[config.mk]
export PLATFORM = sky130hd
export DESIGN_NAME = jk_bank_arbiter
export DESIGN_NICKNAME = d
export VERILOG_FILES = /design/src/rtl/jk_bank_arbiter.sv
export SDC_FILE = /design/constraint.sdc
export NUM_CORES = 1
export LEC_CHECK = 0
export ABC_AREA = 0
export CAP_MARGIN = 20
export CORE_MARGIN = 4
export CORE_UTILIZATION = 42
export CTS_BUF_LIST = sky130_fd_sc_hd__clkbuf_16
export DETAILED_ROUTE_END_ITERATION = 8
export HOLD_SLACK_MARGIN = 0.05
export PLACE_DENSITY = 0.74
export RECOVER_POWER = 50
export SLEW_MARGIN = 20
export SYNTH_ARGS = -nofsm -noshare
export SYNTH_HDL_FRONTEND = slang
export SYNTH_SLANG_ARGS = --single-unit
[constraint.sdc]
create_clock -name clk -period 1.6 [get_ports clk]
set_input_delay 0.32 -clock clk [delete_from_list [all_inputs] [get_ports clk]]
set_output_delay 0.32 -clock clk [all_outputs]
set_load 0.1 [all_outputs]
[src/rtl/jk_bank_arbiter.sv]
// Round-robin arbiter giving two requesters access to a bank of N JK flip-flops.
// Each accepted operation runs IDLE -> DRIVE -> SETTLE, with q updated at the end of DRIVE.
`timescale 1ns/1ps
module jk_bank_arbiter #(
    parameter int unsigned N = 8
) (
    input  logic         clk,
    input  logic         reset,
    input  logic         req0_valid,
    input  logic [2:0]   req0_idx,
    input  logic [1:0]   req0_op,
    output logic         req0_ready,
    input  logic         req1_valid,
    input  logic [2:0]   req1_idx,
    input  logic [1:0]   req1_op,
    output logic         req1_ready,
    output logic [N-1:0] j_vec,
    output logic [N-1:0] k_vec,
    output logic [N-1:0] q,
    output logic         busy,
    output logic         grant_id,
    output logic         err
);

    typedef enum logic [1:0] {
        S_IDLE   = 2'd0,
        S_DRIVE  = 2'd1,
        S_SETTLE = 2'd2
    } state_t;

    state_t       r_state;
    state_t       w_state_nxt;
    logic         r_last_grant;
    logic [N-1:0] r_j;
    logic [N-1:0] r_k;
    logic [N-1:0] r_q;
    logic         r_err;

    logic         w_accept;
    logic         w_gnt;
    logic [2:0]   w_idx;
    logic [1:0]   w_op;
    logic [N-1:0] w_j_nxt;
    logic [N-1:0] w_k_nxt;
    logic [N-1:0] w_q_nxt;
    logic         w_err_nxt;

    always_ff @(posedge clk or posedge reset) begin
        if (reset) r_state <= S_IDLE;
        else       r_state <= w_state_nxt;
    end

    // Next state, arbitration and the J/K drive for the DRIVE cycle.
    always_comb begin
        w_state_nxt = r_state;
        w_accept    = 1'b0;
        w_gnt       = r_last_grant;
        w_idx       = req0_idx;
        w_op        = req0_op;
        req0_ready  = 1'b0;
        req1_ready  = 1'b0;
        w_j_nxt     = '0;
        w_k_nxt     = '0;
        w_err_nxt   = 1'b0;
        case (r_state)
            S_IDLE: begin
                if (!reset && (req0_valid || req1_valid)) begin
                    w_accept    = 1'b1;
                    w_gnt       = (req0_valid && req1_valid) ? ~r_last_grant : req1_valid;
                    w_idx       = w_gnt ? req1_idx : req0_idx;
                    w_op        = w_gnt ? req1_op  : req0_op;
                    req0_ready  = ~w_gnt;
                    req1_ready  = w_gnt;
                    w_state_nxt = S_DRIVE;
                    w_err_nxt   = 32'(w_idx) >= N;
                    for (int unsigned i = 0; i < N; i++) begin
                        if (32'(w_idx) == i) begin
                            w_j_nxt[i] = w_op[1];
                            w_k_nxt[i] = w_op[0];
                        end
                    end
                end
            end
            S_DRIVE:  w_state_nxt = S_SETTLE;
            S_SETTLE: w_state_nxt = S_IDLE;
            default:  w_state_nxt = S_IDLE;
        endcase
    end

    // J/K are zero outside DRIVE, so applying the JK rule every cycle only changes q at the end of DRIVE.
    always_comb begin
        w_q_nxt = r_q;
        for (int unsigned i = 0; i < N; i++) begin
            case ({r_j[i], r_k[i]})
                2'b01:   w_q_nxt[i] = 1'b0;
                2'b10:   w_q_nxt[i] = 1'b1;
                2'b11:   w_q_nxt[i] = ~r_q[i];
                default: w_q_nxt[i] = r_q[i];
            endcase
        end
    end

    always_ff @(posedge clk or posedge reset) begin
        if (reset) begin
            r_j          <= '0;
            r_k          <= '0;
            r_q          <= '0;
            r_err        <= 1'b0;
            r_last_grant <= 1'b1;
        end else begin
            r_j   <= w_j_nxt;
            r_k   <= w_k_nxt;
            r_q   <= w_q_nxt;
            r_err <= w_err_nxt;
            if (w_accept) r_last_grant <= w_gnt;
        end
    end

    assign j_vec    = r_j;
    assign k_vec    = r_k;
    assign q        = r_q;
    assign err      = r_err;
    assign busy     = (r_state != S_IDLE);
    assign grant_id = r_last_grant;

endmodule

==> metrics.md, run 1 <==
| Metric | Value |
|---|---|
| Run status | finished, violations left |
| Violated checks | negative setup slack |
| Critical path class | reg2out |
| FP Rows | 18 |
| Fillers | roughly 110 |
| Initial cell density of the core | 0.446 |
| Die ar. | 0.00354 mm2 |
| Placed instance count | roughly 170 |
| DR vias | between 900 and 1k |
| Clock sinks | 27 |
| Adder-cell share of the synthesized area | 0 |
| Core area | roughly 0.0025 mm2 |
| Initial drt markers | 15 |
| PwrDens | between 1500 and 2000 mW/mm2 |
| Critical Path AT | 1.41 ns |
| Multi-input logic area | about 520 um2 |
| Top delay family on crit path | flip-flops |
| Leak | around 0.92 nW |
| Die extent in y | between 50 and 60 um |
| Simple-gate portion of the synthesized area | 0.157 |
| WHS | 0.404 ns |
| CP Cell Sequence | nor3_2 > o21ai_1 > buf_4 > nor2b_4 > buf_12 |
| Root Driver | clkbuf_16 |
| Post-Route Utilization | 0.852 |
| Die width | 59.5 um |
| RSZ-0062 raised after global routing | true |
| Ant. Diodes | 0 |
| I/O pins | 43 |
| Antenna viol nets, final | 0 |
| Max_slew headroom | 0.581 |
| CP peak stage delay | ~0.41 ns |
| Seq/Total Area, Yosys | 0.607 |
| Maxcap violations | 0 |
| Fmax | 578 MHz |
| Placed cell areas | 0.00190 mm2 |
| Final period util | 1.08 |
| Dpl hpwl | 2100 um |
| Final Hold Vio Count | 0 |
| Synth top area share | 0.584 |
| Main combinational cell family by area after synthesis | simple AND/OR/NAND/NOR gates |
| Setup violators final | 6 |
| CTS tree | built |
| Clk_skew | 0.00528 ns |
| Crit path max fanout | 5 |
| Post-synthesis mux area share | 0.150 |
| Final cell count without fillers | 173 |
| Worst path slowest cell | dfrtp_1 |
| HP Class | in2async |
| Total negative slack | -0.371 ns |
| CP endpoint kind | output port |
| Number of H-tree levels | 1 |
| Mapped Area | between 0.001 and 0.0015 mm2 |
| Drt wl/cell | 17.9 um |
| Post-Route WL | 3090 um |
| Req. time, crit path | 1.28 ns |
| Port Buf Inserts | roughly 40 |
| Max-slew violations | 0 |
| FF/Latch Area | 681 um2 |
| Final period demand of the worst path | between 1.5 and 2 ns |
| Max Buffers Root-to-Sink | 2 |
| Post-CTS Hold Buffers | 0 |
| Total Power Consumption | 3.33 mW |
| Largest net degree at the start of global routing | 28 |
| Yosys warns | 0 |
| Final GP Congestion | 0.720 |
| Layout cells sized above 1 | 0.469 |
| Worst slew pin tran | 0.628 ns |
| Clock transition at path regs | ~0.06 ns |
| Startpoint class of the critical path | flip-flop |
| Skew-Pair Late Insertion Delay | between 0.2 and 0.3 ns |
| Mean area per synthesized cell | 12.4 um2 |
| Cell taking the most area after synthesis | dfrtp_1 |
| Average vias per placed instance | 5.34 |
| GR Util All Layers | 0.168 |
| GRT overflow | 0 |
| Area grow syn2layout | 91.0% |
| FF+latch count, synth | 27 |
| Fin area | 0.00213 mm2 |
| First-pass GRT wire length | 4390 um |
| # DRC | 0 |
| Final worst slack | -0.130 ns |
| Cells after Synth | 90 |
| Syn_nets | 104 |
| First-pass DRT Iterations | 4 |
| Synth top area cells | dfrtp_1, nor4_1, mux2i_1, nor2b_1, mux2_2 |
| TritonCTS Buffers | 3 |
| Count of cell types in the netlist | 21 |
| Fin nets | 158 |
| Bufs and invs on worst path | 2 |
| Number of global-route vias before repair | 920 |
| Antenna violations before repair | 0 |
| Peak supply drop | 1.77 mV |
| DP Worst Slack | -0.441 ns |
| Synth Area in XOR/XNOR | 0 |
| Compound-cell area share of the yosys netlist | 0.0303 |
## layer usage
layer | share of wire | vias to the layer above | GRT usage
li1 | - | 419 | -
met1 | 0.38 | 463 | 0.201
met2 | 0.55 | 38 | 0.298
met3 | 0.055 | 4 | 0.0131
met4 | 0.016 | 0 | 0.0854
met5 | 0 | - | 0
## worst register-to-register path: stages, from the launching register on
cell,delay [ns]
dfstp_4,0.47
a21boi_4,0.20
buf_4,0.20
mux2_4,0.35
nor4_2,0.32
## registers in the layout, summed over array words and instances (netlist names)
register and count:
q 8, j_vec 8, r_state 2, grant_id 1, k_vec 8
## cells in the mapped netlist
cell type,instances
mux2_2,3
nand2_1,4
clkbuf_1,1
buf_6,1
mux2i_2,1
conb_1,1
a21boi_4,1
nor2b_1,6
nor2_1,3
nor4_1,16
mux2i_1,9
buf_4,1
dfstp_2,1
nor3_1,1
mux2_4,2
dfrtp_1,26
a21oi_1,2
o21ai_0,1
or2_2,1
inv_1,8
buf_2,1
## worst paths after layout
kind                       slack (ns)                     end  cells past startpoint                   start
setup reg to reg                -0.07      j_vec[4]$_DFF_PP0_                      4    grant_id$_DFFE_PP1P_
hold reg to reg                  0.48  r_state[1]$_DFFE_PP0P_                      1  r_state[1]$_DFFE_PP0P_
hold / removal                   0.40  r_state[1]$_DFFE_PP0P_                      3                   reset
min in group clk                 0.48  r_state[1]$_DFFE_PP0P_                      1  r_state[1]$_DFFE_PP0P_
setup / recovery                -0.13              req1_ready                      5  r_state[0]$_DFFE_PP0P_
max in group asynchronous        0.78        q[3]$_DFFE_PP0P_                      3                   reset
## logic make-up after synthesis
| logic type | Yosys count |
|---|---|
| flops | 27 |
| compound gates | 4 |
| simple gates | 31 |
| buf+inv | 12 |
| mux | 15 |
| other cells | 1 |
## layout by cell type (no fill, tap or decap), drive strengths merged
master,synthesis,routed
mux2,5,5
or2,1,1
clkbuf,1,4
a21oi,2,2
conb,1,1
nand2,4,4
dfrtp,26,26
nor2,3,3
dfstp,1,1
nor4,16,16
inv,8,9
o21ai,1,1
dlygate4sd2,0,3
nor3,1,1
nor2b,6,6
a21boi,1,1
buf,3,39
clkdlybuf4s50,0,10
mux2i,10,10
## what timing repair did
action	4_1_cts	5_1_grt
gates resized for setup	9	15
buffers inserted	1	3
pin swaps	2	3
endpoints found under the setup margin	16	13
## final cells by class
cell class | count | share of cell area
Timing Repair Buffer | 53 | 0.367
Sequential cell | 27 | 0.320
Multi-Input combinational cell | 51 | 0.244
Clock buffer | 3 | 0.0353
Tap cell | 30 | 0.0176
Inverter | 8 | 0.0141
Clock inverter | 1 | 0.00176
## report_power, final
| group | internal [mW] | leakage, nW | switching [mW] |
|---|---|---|---|
| Combinational | 0.657 | 0.524 | 1.17 |
| Clock | 0.334 | 0.0423 | 0.210 |
| Sequential | 0.811 | 0.357 | 0.149 |
| Total | 1.80 | 0.923 | 1.53 |
(Power assumes the default switching activity.)
==> run 2, diff against run 1 <==
Settings changed: RECOVER_POWER 50 to default.
==> metrics.md, run 2 (same netlist as run 1, synthesis figures left out) <==
| Metric | Value |
|---|---|
| Run status | finished, violations left |
| Violated checks | negative setup slack |
| Die extent in y | 59.5 um |
| Dpl hpwl | about 2100 um |
| Final worst slack | -0.132 ns |
| GR Util All Layers | 0.168 |
| Req. time, crit path | 1.28 ns |
| Fmax | 577 MHz |
| Core area | 0.00250 mm2 |
| Final cell count without fillers | 173 |
| Area grow syn2layout | 91.2% |
| Antenna violations before repair | 0 |
| Total Power Consumption | 3.34 mW |
| Root Driver | clkbuf_16 |
| First-pass DRT Iterations | 4 |
| Skew-Pair Late Insertion Delay | ~0.26 ns |
| Drt wl/cell | 17.9 um |
| Clock Power Share | 0.164 |
| Leak | 0.924 nW |
| Pint | ~1.8 mW |
| FP Rows | 18 |
| Layout cells sized above 1 | 0.469 |
| Largest net degree at the start of global routing | 28 |
| CP endpoint kind | output port |
| Ant. Diodes | 0 |
| Initial drt markers | 17 |
| Clock transition at path regs | around 0.06 ns |
| I/O pins | 43 |
| HP Class | in2async |
| Gate power share | 0.549 |
| Antenna viol nets, final | 0 |
| Final GP Congestion | 0.720 |
| Die ar. | 0.00354 mm2 |
| Placed instance count | 166 |
| Fin nets | between 150 and 200 |
| # DRC | 0 |
| Critical path class | reg2out |
| Max-slew violations | 0 |
| CTS tree | built |
| GRT overflow | 0 |
| Initial cell density of the core | 0.446 |
| TritonCTS Buffers | 3 |
| Crit path max fanout | 5 |
| Max Buffers Root-to-Sink | 2 |
| Number of global-route vias before repair | 920 |
| Final period demand of the worst path | 1.73 ns |
| First-pass GRT wire length | 4390 um |
| Setup violators final | 6 |
| Maxcap violations | 0 |
| Clock sinks | 27 |
| Seq pwr share | 0.288 |
| Average vias per placed instance | 5.36 |
| Peak supply drop | 1.77 mV |
| Sw frac | 0.460 |
| Clk_skew | 0.00485 ns |
| DR vias | 927 |
| RSZ-0062 raised after global routing | true |
| PwrDens | 1560 mW/mm2 |
| Critical Path AT | between 1 and 1.5 ns |
| Number of H-tree levels | 1 |
| Sw power | around 1.5 mW |
| Commonest non-fill, non-tap cell in the layout | buf_12 |
| Port Buf Inserts | a little over 40 |
| Post-CTS Hold Buffers | 0 |
| Final period util | 1.08 |
| Final Hold Vio Count | 0 |
| Most frequent cells in the layout | buf_12, dfrtp_1, clkdlybuf4s50_1, buf_4, inv_1 |
| Die width | 59.5 um |
| Post-Route WL | a little over 3000 um |
| Startpoint class of the critical path | flip-flop |
## run 2: cell types whose count changed in the layout (fill, tap and decap cells not counted), sizes merged
cell,before,now
clkbuf,4,3
buf,39,40
## run 2: final timing paths
| kind | startpoint | end | slack [ns] | cells past startpoint |
|---|---|---|---|---|
| setup / recovery | r_state[0]$_DFFE_PP0P_ | req1_ready | -0.13 | 5 |
| hold / removal | reset | r_state[1]$_DFFE_PP0P_ | 0.30 | 3 |
| setup reg to reg | grant_id$_DFFE_PP1P_ | j_vec[4]$_DFF_PP0_ | -0.07 | 4 |
| hold reg to reg | r_state[1]$_DFFE_PP0P_ | r_state[1]$_DFFE_PP0P_ | 0.49 | 1 |
| max in group asynchronous | reset | grant_id$_DFFE_PP1P_ | 1.02 | 3 |
| min in group clk | r_state[1]$_DFFE_PP0P_ | r_state[1]$_DFFE_PP0P_ | 0.49 | 1 |
## run 2: what timing repair did
item / in CTS / in global routing
gates resized for setup: 9 / 15
pin swaps: 2 / 3
setup buffers: 1 / 3
endpoints found under the setup margin: 16 / 13
## run 2: through the flow
step                       util  area [um2]  worst slack, ns  hold slack [ns]  setup TNS, ns
after floorplan               -        1130           -0.247            0.372          -1.15
after global placement    0.761        1900           -0.384            0.433          -4.68
after detailed placement  0.761        1900           -0.441            0.447          -5.40
after CTS                 0.807        2020           -0.102            0.300         -0.204
after global routing      0.853        2130           -0.184            0.331         -0.971
final                     0.853        2130           -0.132            0.296         -0.352
## run 2: layout make-up
class                      instances  area, um2
inverter                           8       30.0
tap                               30       37.5
timing repair buffer              53        785
clock inverter                     1       3.75
sequential                        27        681
multi-input combinational         51        520
clock buffer                       3       75.1
fill                             112        368
## run 2: worst max-delay path: stages, from the launching register on
cell and delay [ns]:
dfrtp_1 0.41, nor3_2 0.16, o21ai_1 0.09, buf_4 0.17, nor2b_4 0.14, buf_12 0.18
## run 2: layer usage
layer | up-vias | GRT usage | share of wire
met5 | - | 0 | 0
met4 | 0 | 0.0854 | 0.016
met3 | 4 | 0.0131 | 0.051
met2 | 40 | 0.298 | 0.55
met1 | 463 | 0.201 | 0.39
li1 | 420 | - | -
## run 2: power groups by stage
stage | registers [mW] | clock network, mW | logic [mW]
after detailed placement | 0.978 | 0 | 1.74
after global placement | 0.966 | 0 | 1.72
after global routing | 0.977 | 0.583 | 1.88
after CTS | 0.960 | 0.548 | 1.78
after floorplan | 1.73 | 0 | 0.294
final | 0.960 | 0.546 | 1.83
==> run 3, diff against run 2 <==
Settings changed: CELL_PAD_IN_SITES_DETAIL_PLACEMENT from default to 0, CELL_PAD_IN_SITES_GLOBAL_PLACEMENT from default to 1, CORE_UTILIZATION 42 to 32.
==> metrics.md, run 3 (same netlist as run 1, synthesis figures left out) <==
| Metric | Value |
|---|---|
| Average vias per placed instance | 4.63 |
| Total Power Consumption | 3.36 mW |
| Layout cells sized above 1 | 0.510 |
| Fin area | 0.00221 mm2 |
| Crit path max fanout | 8 |
| Run status | finished, violations left |
| Max-slew violations | 0 |
| Fillers | 277 |
| GRT overflow | 0 |
| Critical Path AT | 1.85 ns |
| Post-Route WL | around 2800 um |
| Core area | ~0.0034 mm2 |
| Final period demand of the worst path | 1.70 ns |
| Reg2reg path depth | 6 |
| CP endpoint kind | flip-flop |
| R2r startpoint | grant_id$_DFFE_PP1P_ |
| Max Buffers Root-to-Sink | 2 |
| First-pass GRT wire length | 4250 um |
| Commonest non-fill, non-tap cell in the layout | buf_12 |
| Top delay family on crit path | flip-flops |
| Bufs and invs on worst path | 3 |
| Violated checks | negative setup slack |
| RSZ-0062 raised after global routing | true |
| Skew-Pair Late Insertion Delay | 0.26 ns |
| Dpl hpwl | around 2000 um |
| TritonCTS Buffers | 3 |
| Root Driver | clkbuf_16 |
| First-pass DRT Iterations | 3 |
| CP peak stage delay | 0.63 ns |
| I/O pins | 43 |
| Fin nets | 158 |
| Critical path class | reg2reg |
| Final worst slack | -0.0958 ns |
| Leak | 0.931 nW |
| FF/Latch Area | 681 um2 |
| Initial drt markers | 12 |
| Crit path depth | 6 |
| Die extent in y | 67.0 um |
| Total negative slack | -0.496 ns |
| CTS tree | built |
| Worst path slowest cell | dfstp_4 |
| Clock sinks | 27 |
| Antenna viol nets, final | 0 |
| Placed cell areas | 0.00192 mm2 |
| Final GP Congestion | 0.787 |
| Setup violators final | 9 |
| Die width | 67.0 um |
| Crit. Startpoint | grant_id$_DFFE_PP1P_ |
| Post-Route Utilization | 0.657 |
| FP Rows | 21 |
| PwrDens | 1520 mW/mm2 |
| Req. time, crit path | 1.76 ns |
| Most frequent cells in the layout | buf_12, dfrtp_1, nor4_2 |
| Die ar. | 0.00449 mm2 |
| Clk_skew | roughly 0.0021 ns |
| GR Util All Layers | 0.129 |
| Drt wl/cell | 14.6 um |
| Number of H-tree levels | 1 |
| DP Worst Slack | -0.406 ns |
| Peak supply drop | 0.890 mV |
| Maxcap violations | 0 |
| Final Hold Vio Count | 0 |
| # DRC | 0 |
| Startpoint class of the critical path | flip-flop |
| Largest net degree at the start of global routing | 28 |
| Antenna violations before repair | 0 |
| CP Cell Sequence | a21boi_4 > buf_6 > buf_4 > mux2i_4 > buf_12 > nor4_2 |
| Ant. Diodes | 0 |
| Area grow syn2layout | 98.3% |
| Initial cell density of the core | 0.331 |
| Number of global-route vias before repair | about 930 |
| Clock transition at path regs | 0.06 ns |
| Port Buf Inserts | 41 |
| DR vias | 876 |
| Final period util | 1.06 |
| Multi-input logic area | 557 um2 |
| Fmax | slightly below 600 MHz |
| HP Class | in2async |
-- run 3: worst paths after layout --
path	slack, ns	end
setup / recovery	-0.1	k_vec[3]$_DFF_PP0_
hold / removal	0.27	r_state[1]$_DFFE_PP0P_
setup reg to reg	-0.1	k_vec[3]$_DFF_PP0_
hold reg to reg	0.51	r_state[1]$_DFFE_PP0P_
max in group asynchronous	1.11	grant_id$_DFFE_PP1P_
min in group clk	0.51	r_state[1]$_DFFE_PP0P_
-- run 3: power by group --
| part | switching, mW | internal [mW] | leakage (nW) | total, mW |
|---|---|---|---|---|
| clock network | 0.220 | 0.337 | 0.0409 | 0.556 |
| logic | 1.17 | 0.675 | 0.533 | 1.85 |
| registers | 0.147 | 0.811 | 0.357 | 0.958 |
| total | 1.54 | 1.82 | 0.931 | 3.36 |
-- run 3: layout make-up --
type | instances | area share
clock inverters | 1 | 0.00226
inverters | 8 | 0.0136
repair buffers | 53 | 0.364
flip-flops and latches | 27 | 0.308
clock buffers | 3 | 0.0340
multi-input cells | 51 | 0.252
well taps | 46 | 0.0260
-- run 3: timing repair --
item                       4_1_cts  5_1_grt
gates resized for setup         16       13
hold buffers                     0        0
pin swaps                        3        7
buffers inserted                 4        1
setup endpoints to repair       18       16
-- run 3: metal layers --
metal | wire [um] | vias to the layer above | track usage
met2 | 1480 | 34 | 0.225
met4 | 59 | 0 | 0.0633
li1 | - | 421 | -
met5 | 0 | - | 0
met1 | 1070 | 415 | 0.146
met3 | 152 | 6 | 0.0304
-- run 3: per-stage QoR --
step | hold slack (ns) | instances
global placement | 0.431 | 180
CTS | 0.246 | 188
detailed placement | 0.436 | 180
floorplan | 0.372 | 90
finish | 0.270 | 189
global route | 0.312 | 189
-- run 3: worst reg2reg max path, stage by stage (launching register included) --
cell	delay (ns)
dfstp_4	0.63
a21boi_4	0.07
buf_6	0.13
buf_4	0.15
mux2i_4	0.19
buf_12	0.15
nor4_2	0.27
